`src/rtl/crc24_attach.sv`:
```
// crc24_attach: forwards a serial block and appends the CRC24A read back from an external crc24 stage.
module crc24_attach #(
  parameter int LEN_W = 13
) (
  input  logic             clk,
  input  logic             rst_n,
  input  logic             s_valid,
  output logic             s_ready,
  input  logic             s_data,
  input  logic             s_sop,
  input  logic [LEN_W-1:0] blk_len,
  output logic             m_valid,
  input  logic             m_ready,
  output logic             m_data,
  output logic             m_sop,
  output logic             m_eop,
  output logic             m_is_crc,
  output logic             crc_init,
  output logic             crc_en,
  output logic             crc_din,
  output logic             crc_nen_shift,
  input  logic [23:0]      crc_in,
  output logic             err
);
  typedef enum logic [2:0] {S_IDLE, S_INIT, S_DATA, S_WAIT, S_CRC} state_t;
  state_t           r_state;
  logic [LEN_W-1:0] r_cnt;
  logic [4:0]       r_bitcnt;
  logic [23:0]      r_crc_sr;
  logic             r_first;
  logic             r_m_valid;
  logic             r_m_data;
  logic             r_m_sop;
  logic             r_m_eop;
  logic             r_m_is_crc;
  logic             r_err;
  logic             w_free;
  logic             w_xfer;
  always_comb begin
    w_free        = !r_m_valid || m_ready;
    s_ready       = (r_state == S_IDLE) ? (!s_sop || blk_len == '0) :
                    (r_state == S_DATA) ? w_free : 1'b0;
    w_xfer        = s_valid && s_ready;
    crc_init      = r_state == S_INIT;
    crc_en        = (r_state == S_DATA) && w_xfer;
    crc_din       = crc_en && s_data;
    crc_nen_shift = 1'b1;
  end
  assign m_valid  = r_m_valid;
  assign m_data   = r_m_data;
  assign m_sop    = r_m_sop;
  assign m_eop    = r_m_eop;
  assign m_is_crc = r_m_is_crc;
  assign err      = r_err;
  always_ff @(posedge clk or negedge rst_n) begin
    if (!rst_n) begin
      r_state    <= S_IDLE;
      r_cnt      <= '0;
      r_bitcnt   <= '0;
      r_crc_sr   <= '0;
      r_first    <= 1'b0;
      r_m_valid  <= 1'b0;
      r_m_data   <= 1'b0;
      r_m_sop    <= 1'b0;
      r_m_eop    <= 1'b0;
      r_m_is_crc <= 1'b0;
      r_err      <= 1'b0;
    end else begin
      r_err <= 1'b0;
      // a consumed slot empties unless a new bit is loaded below
      if (w_free) begin
        r_m_valid  <= 1'b0;
        r_m_sop    <= 1'b0;
        r_m_eop    <= 1'b0;
        r_m_is_crc <= 1'b0;
      end
      case (r_state)
        S_IDLE: if (s_valid) begin
          if (!s_sop || blk_len == '0) r_err <= 1'b1;
          else begin
            r_cnt   <= blk_len;
            r_state <= S_INIT;
          end
        end
        S_INIT: begin
          r_first <= 1'b1;
          r_state <= S_DATA;
        end
        S_DATA: if (w_xfer) begin
          r_m_data   <= s_data;
          r_m_valid  <= 1'b1;
          r_m_sop    <= r_first;
          r_m_is_crc <= 1'b0;
          r_first    <= 1'b0;
          r_err      <= s_sop && !r_first;
          r_cnt      <= r_cnt - 1'b1;
          if (r_cnt == LEN_W'(1)) r_state <= S_WAIT;
        end
        S_WAIT: begin
          r_crc_sr <= crc_in;
          r_bitcnt <= 5'd24;
          r_state  <= S_CRC;
        end
        S_CRC: if (w_free) begin
          r_m_data   <= r_crc_sr[23];
          r_crc_sr   <= {r_crc_sr[22:0], 1'b0};
          r_m_valid  <= 1'b1;
          r_m_is_crc <= 1'b1;
          r_m_eop    <= r_bitcnt == 5'd1;
          r_bitcnt   <= r_bitcnt - 1'b1;
          if (r_bitcnt == 5'd1) r_state <= S_IDLE;
        end
        default: r_state <= S_IDLE;
      endcase
    end
  end
endmodule

```
`config.mk`:
```
export PLATFORM = sky130hd
export DESIGN_NAME = crc24_attach
export DESIGN_NICKNAME = d
export VERILOG_FILES = /design/src/rtl/crc24_attach.sv
export SDC_FILE = /design/constraint.sdc
export NUM_CORES = 1
export LEC_CHECK = 0
export CELL_PAD_IN_SITES_DETAIL_PLACEMENT = 1
export CELL_PAD_IN_SITES_GLOBAL_PLACEMENT = 1
export CORE_UTILIZATION = 39
export DETAILED_ROUTE_END_ITERATION = 10
export HOLD_SLACK_MARGIN = 0.1
export PLACE_DENSITY_LB_ADDON = 0.1
export SLEW_MARGIN = 30
export SYNTH_ARGS = -nofsm -noshare
export SYNTH_HDL_FRONTEND = slang
export SYNTH_SLANG_ARGS = --single-unit
```
`constraint.sdc`:
```
create_clock -name clk -period 2.4 [get_ports clk]
set_input_delay 0.48 -clock clk [delete_from_list [all_inputs] [get_ports clk]]
set_output_delay 0.48 -clock clk [all_outputs]
set_load 0.02 [all_outputs]
```
==> impl_metrics.csv <==
group,metric,value,unit
timing,setup_viol,0,
floorplan,die_y,86.2,µm
floorplan,fp-row-count,30,
yosys,synth_fp_nets,343,
place,dp_hpwl,5340,µm
yosys,netlist_instances,296,
final_layout,fillers,792,
timing,hold_violations,0,
clocking,tritoncts,"yes",
global_route,antenna_found_initial,0,
final_layout,syn2layout_area_growth,34.5,%
floorplan,initial_utilization,0.405,
clocking,clkTransAtPathRegs,0.10,ns
power_and_ir_drop,power_density,1060,nW/µm²
critical_path,startpoint_type,"primary input",
place,dpl_cell_area,3590,µm²
detailed_routing,ant_nets,0,
detailed_routing,via_count,2462,
clocking,holdBufCountCts,0,
global_route,grt_max_degree,48,
critical_path,r2r-start,"r_cnt[0]",
yosys,yosysWarnings,0,
job,max_cap_viol_count,0,
yosys,synth-main-ff-cell,"dfrtp_1",
clocking,post_cts_buffers,0,
critical_path,worst_path_largest_cell_delay,0.43,ns
status,outcome,"completed",
yosys,synth_seq_cells,52,
final_layout,final_util,0.544,
critical_path,cp-startpoint,"blk_len[2]",
final_layout,drive_gt1_frac,0.151,
detailed_routing,drt-initial-drc-count,63,
detailed_routing,drc,0,
detailed_routing,routed_wl,7300,µm
detailed_routing,firstDrtPassIters,4,
clocking,htreeDepth,2,
timing,relSlewSlack,0.382,
power_and_ir_drop,p_sw_frac,0.414,
floorplan,boundaryPins,54,
clocking,cts_sinks,52,
power_and_ir_drop,combPwrFrac,0.445,
clocking,root_buffer,"clkbuf_8",
critical_path,crit_type,"in -> out",
clocking,clock_latency,0.31,ns
place,gp_congestion,0.759,
critical_path,cp_slowest_cell,"clkdlybuf4s50_1",
timing,skew,0.0100,ns
critical_path,crit_required,1.92,ns
global_route,grt_pass1_wl,12900,µm
global_route,grt_use_total,0.221,
timing,setup_tns,0,ns
timing,rsz0062_at_grt,"no",
timing,finalCritPeriodShare,0.966,
yosys,synth-edff-count,0,
power_and_ir_drop,switching_power,1630,µW
floorplan,dieArea,7430,µm²
clocking,cts_buffers,5,
timing,max_freq,431,MHz
worst_hold_path,hold_path.class,"in -> async",
clocking,clock_path_buffers,2,
critical_path,crit_arrival,1.84,ns
yosys,yosysUniqueCellTypes,42,
timing,min_period,2.32,ns
final_layout,fin_nets,411,
yosys,synthesis.area,2770,µm²
floorplan,die_w,86.2,µm
critical_path,critPathMaxFanout,2,
power_and_ir_drop,irDropWorstVdd,0.000441,V
power_and_ir_drop,seqPwrFrac,0.412,
timing,drv_slew,0,
global_route,grt_overflow,0,
power_and_ir_drop,power_frac_clock,0.143,
final_layout,antenna_cells,0,
floorplan,coreArea,6830,µm²
critical_path,cp_cell_sequence,"clkdlybuf4s50_1 > nor3_2 > a41o_1 > nor2_2 > a2111oi_2 > buf_2",
timing,worst_pin_slew,0.924,ns
detailed_routing,wl_per_cell,15.8,µm
yosys,synthArstFlopShare,1.00,
final_layout,fin_area,3720,µm²
power_and_ir_drop,intPower,2310,µW
place,port_buffers,52,
critical_path,cp-end-kind,"primary output",
global_route,grt_pass1_vias,2620,
detailed_routing,via_per_inst,5.34,
yosys,ys_seq_area_frac,0.471,
power_and_ir_drop,p_leak,0.00165,µW
yosys,syn_avg_cell_area,9.34,µm²
[cells in the final DEF, fill, tap and decap left out, types with 2 or more instances in the layout]
master           instances
a21oi_1                  6
o221ai_1                11
nand3b_1                 2
nand2_1                 50
nor3_1                   7
inv_1                    7
inv_6                    2
a22oi_1                  6
dlygate4sd2_1            3
nor4_2                   2
clkbuf_8                 6
nand4b_1                 3
o211ai_1                 4
ha_1                     4
or3_1                    4
buf_4                   27
and2_1                   2
o21ai_0                 28
nor4_1                   3
clkdlybuf4s50_1         35
o21a_1                   2
nor2_2                   2
buf_12                   3
xor2_1                   3
nor2_1                  14
nand2b_1                 5
nand4_1                  2
o311ai_1                 3
mux2i_1                 23
nand3_1                 10
dlymetal6s2s_1           9
dfrtp_1                 52
buf_2                    2
clkbuf_2                 3
[synth_stat cells (2+ instances only)]
cell       n  share of area
or3_1      4         0.0090
nor4_1     5          0.011
nor3b_1    3         0.0081
o21ai_0   28          0.051
nand3_1   10          0.018
dfrtp_1   52           0.47
nor2_1    16          0.022
ha_1       4          0.018
o21a_1     2         0.0054
o221ai_1  11          0.035
nand3b_1   2         0.0054
a22oi_1    6          0.016
nand2b_1   5          0.011
a21oi_1    7          0.013
and2_1     2         0.0045
nand4b_1   3         0.0095
nor3_1     8          0.014
nand2_1   50          0.068
clkbuf_1  12          0.016
buf_2      8          0.014
o311ai_1   3         0.0095
xor2_1     3         0.0095
mux2i_1   23          0.083
o211ai_1   4          0.011
inv_1      7         0.0095
nand4_1    2         0.0045
[cell families (layout without fill, tap and decap cells)]
| group | Yosys count | count (layout) | synth area share |
|---|---|---|---|
| AND/OR/NAND/NOR | 117 | 117 | 0.212 |
| adder cells (fa/ha/maj) | 4 | 4 | 0.0181 |
| XOR/XNOR | 3 | 3 | 0.00950 |
| AO/OA/AOI/OAI | 67 | 67 | 0.158 |
| buffers and inverters | 28 | 97 | 0.0430 |
| multiplexers | 24 | 24 | 0.0873 |
| other | 1 | 1 | 0.00136 |
| flip-flops | 52 | 52 | 0.471 |
[power by group through the flow]
| stage | logic (µW) | clock network, µW | registers [µW] |
|---|---|---|---|
| final | 1760 | 563 | 1630 |
| after global routing | 1990 | 611 | 1690 |
| after CTS | 1780 | 585 | 1620 |
| after detailed placement | 1790 | 0 | 1630 |
| after global placement | 1720 | 0 | 1610 |
| after floorplan | 1180 | 0 | 1540 |
[sequential cells by signal, summed over array words and instances, names as in the netlist, 3 cells and up, named ones only]
| name | cells |
|---|---|
| r_bitcnt | 5 |
| r_cnt | 13 |
| r_crc_sr | 24 |
| r_state | 3 |
[cell type report]
type / instances / area, µm² / share of cell area
tap: 96 / 120 / 0.0323
inverter: 7 / 26.3 / 0.00707
sequential: 52 / 1300 / 0.350
timing repair buffer: 82 / 777 / 0.209
clock buffer: 6 / 82.6 / 0.0222
clock inverter: 2 / 17.5 / 0.00471
multi-input combinational: 216 / 1390 / 0.375
[timing repair]
action	4_1_cts	5_1_grt
resized for setup	14	19
endpoints found under the hold margin	0	0
setup endpoints to repair	4	4
pin swaps	2	7
[worst paths after layout]
kind	to	slack, ns	cells past startpoint
min reg2reg	m_is_crc	0.48	2
min	r_bitcnt[4]	0.18	1
max	s_ready	0.08	6
min in group clk	m_is_crc	0.48	2
max in group asynchronous	r_cnt[9]	1.65	2
max reg2reg	r_cnt[12]	0.27	6
[worst max-delay path: cells and delay by family]
family / cells / cell delay (ns)
compound gates: 2 / 0.52
buf+inv: 2 / 0.65
simple gates: 2 / 0.18
[metrics by stage]
stage               hold WS, ns  total power (µW)  std cells  setup WS (ns)
finish                    0.182              3950        461         0.0810
detailed placement        0.465              3420        453         -0.779
CTS                       0.196              3980        461        -0.0780
global placement          0.461              3330        453         -0.738
floorplan                 0.184              2730        296          0.250
global route              0.215              4290        461        0.00273
[layer usage]
metal / vias to the layer above / GRT usage / wire, µm
met1: 1224 / 0.288 / 3390
met5: - / 0 / 0
li1: 1197 / - / -
met2: 37 / 0.388 / 3670
met3: 4 / 0.0324 / 191
met4: 0 / 0.0545 / 60
(Power assumes the default switching activity.)
==> variant (same flow settings) <==
Set the parameter `LEN_W` to 26 (it was 13).
--- a/src/rtl/crc24_attach.sv
+++ b/src/rtl/crc24_attach.sv
@@ -2,3 +2,3 @@
 module crc24_attach #(
-  parameter int LEN_W = 13
+  parameter int LEN_W = 26
 ) (
Interface: changed (resized blk_len); port bits go from 54 to 67. No check against the original RTL was run, so the function may have changed too.
==> variant against the original RTL <==
Total power increased by 44%. Synthesized cell count is 36% higher. Final area rose by 40%. Clock power increased by 79%. Synthesized area up 32%. Count of clock-buffer cells in the layout up 4. Register-to-register slack lost 180 ps. Cell count rose by 39%. Setup slack worse by 25 ps. Sequential cell count is 13 higher. Sequential share of layout area down 3.8 points. Wire length rose by 60%. Critical path type unchanged. Largest power group unchanged.
==> variant: results (changes against the original RTL) <==
GRT:
- The global-route total usage across every layer is 25.8% (was 22.1%).
- The via count of the first global-routing pass came to 3936 (was 2620).
- The maximum number of pins on one net before global-route repair is 47 (was 48).
- The first-pass GRT wire length is 19700 um (was 12900 um).

Place:
- The cell area after placement came to 4840 um2 (was 3590 um2).
- The global placement routability congestion is 0.830 (was 0.759).
- The worst slack at placement is -748 ps (was -779 ps).
- The count of buffers inserted at the top-level ports is 65 (was 52).

Yosys:
- Main area contributors after synthesis: dfrtp_1 (45%), a21oi_1 (7.8%), mux2i_1 (6.6%), nor2_1 (4.2%), nand2_1 (3.0%) (was dfrtp_1 (47%), mux2i_1 (8.3%), nand2_1 (6.8%), o21ai_0 (5.1%), o221ai_1 (3.5%)).
- The sequential share of the synthesized area is 44.7% (was 47.1%).
- The distinct cell type count after synthesis came to 59 (was 42).
- Top cell types by occurrence after synthesis: dfrtp_1 (65), a21oi_1 (57), nor2_1 (41), nand2_1 (29), mux2i_1 (24) (was dfrtp_1 (52), nand2_1 (50), o21ai_0 (28), mux2i_1 (23), nor2_1 (16)).
- The post-synthesis net count was 462 (was 343).

Worst setup path:
- The data arrival at the endpoint of the critical path is 1860 ps (was 1840 ps).
- The source of the critical timing path is blk_len[10] (was blk_len[2]).
- The worst reg-to-reg setup slack is 90 ps (was 270 ps).
- The terminus of the critical flop-to-flop path is r_cnt[23]$_DFFE_PN0P_ (was r_cnt[12]$_DFFE_PN0P_).
- The worst reg2reg path depth is 5 (was 6).
- The launch instance of the worst register-to-register path is r_cnt[15]$_DFFE_PN0P_ (was r_cnt[0]$_DFFE_PN0P_).
- The largest stage delay on the critical path came to 430 ps (about the same).
- The standard cell with the maximum stage delay on the critical path is clkdlybuf4s50_1 (unchanged).

Finish:
- Largest registers ranked by flip-flop count: r_cnt x26, r_crc_sr x24, r_bitcnt x5 (was r_crc_sr x24, r_cnt x13, r_bitcnt x5).
- The final layout net count is 587 (was 411).
- The share of final-layout standard cells stronger than drive strength 1 was 22.9% (was 15.1%).

Power and ir drop:
- The maximum vdd ir drop is 0.483 mV (was 0.441 mV).
- The cell leakage power is 2.18 nW (was 1.65 nW).
- The internal power consumption is 3.31 mW (was 2.31 mW).

Drt:
- The overall routed net length is 11700 um (was 7300 um).
- The total number of vias was 3716 (was 2462).
- The DRC violation total after the first TritonRoute iteration is 228 (was 63).

Clock tree:
- The number of buffers inserted during clock tree synthesis came to 9 (was 5).
- The number of levels in the clock H-tree is 3 (was 2).
- The clock-pin slew of the registers on the worst-case setup and hold paths was 80 ps (was 100 ps).
- The worst-skew pair later-pin latency came to 350 ps (was 310 ps).

Status:
- Run status: finished clean (unchanged).

Timing:
- The final hold slack is 109 ps (was 182 ps).
- The relative slew slack was 62.3% (was 38.2%).
- The post-route clock skew is 9.91 ps (was 10.0 ps).
==> variant: cell types whose count changed after synthesis, moves of 4 or more <==
| cell | delta |
|---|---|
| a21oi_1 | +50 |
| a22oi_1 | -5 |
| a31oi_1 | +9 |
| buf_2 | -7 |
| clkbuf_1 | +9 |
| dfrtp_1 | +13 |
| nand2_1 | -21 |
| nand3_1 | +5 |
| nand4_1 | +4 |
| nor2_1 | +25 |
| nor4_1 | +9 |
| o21ai_0 | -7 |
| o221ai_1 | -10 |
| o22ai_1 | +7 |
==> variant: cell families after synthesis <==
kind of cell	share of synthesized area (%)
AO/OA/AOI/OAI	19.3
XOR/XNOR	0.723
adder cells (fa/ha/maj)	1.38
buffers and inverters	3.85
flip-flops	44.7
multiplexers	7.22
other	0.103
AND/OR/NAND/NOR	22.7
==> variant: layout make-up <==
cell class	instances	area, um2
timing repair buffer	139	1230
fill	1014	3680
sequential	65	1630
multi-input combinational	303	1970
inverter	9	33.8
clock inverter	6	72.6
clock buffer	10	138
tap	108	135
==> variant: stage by stage <==
stage,std cells,setup TNS (ps)
after floorplan,402,0
after global placement,614,-4770
after detailed placement,614,-4630
after CTS,635,-28.1
after global routing,640,-28.4
final,640,0
==> variant: power groups by stage <==
stage                     clock (mW)  combinational [mW]  sequential, mW
after floorplan                    0                1.54            1.96
after CTS                       1.04                2.63            2.00
after global routing            1.09                2.94            2.08
final                           1.01                2.65            2.02
after detailed placement           0                2.59            2.02
after global placement             0                2.50            1.98
==> variant: metal layers <==
metal | up-vias | share of wire (%) | global-route usage, %
li1 | 1744 | - | -
met1 | 1837 | 42 | 31.3
met2 | 109 | 51 | 44.6
met3 | 26 | 5.1 | 5.53
met4 | 0 | 2.2 | 11.0
met5 | - | 0 | 0
==> variant: repair_timing <==
item / 4_1_cts / 5_1_grt
pin swaps: 9 / 10
setup endpoints to repair: 3 / 8
buffers inserted: 5 / 5
resized for setup: 33 / 18
==> variant: worst max-delay path by stage <==
stage	endpoint	slack, ps
after detailed placement	s_ready	-750
after CTS	s_ready	-30
after global placement	s_ready	-720
after global routing	s_ready	-30
final	s_ready	60
after floorplan	r_cnt[23]$_DFFE_PN0P_	30
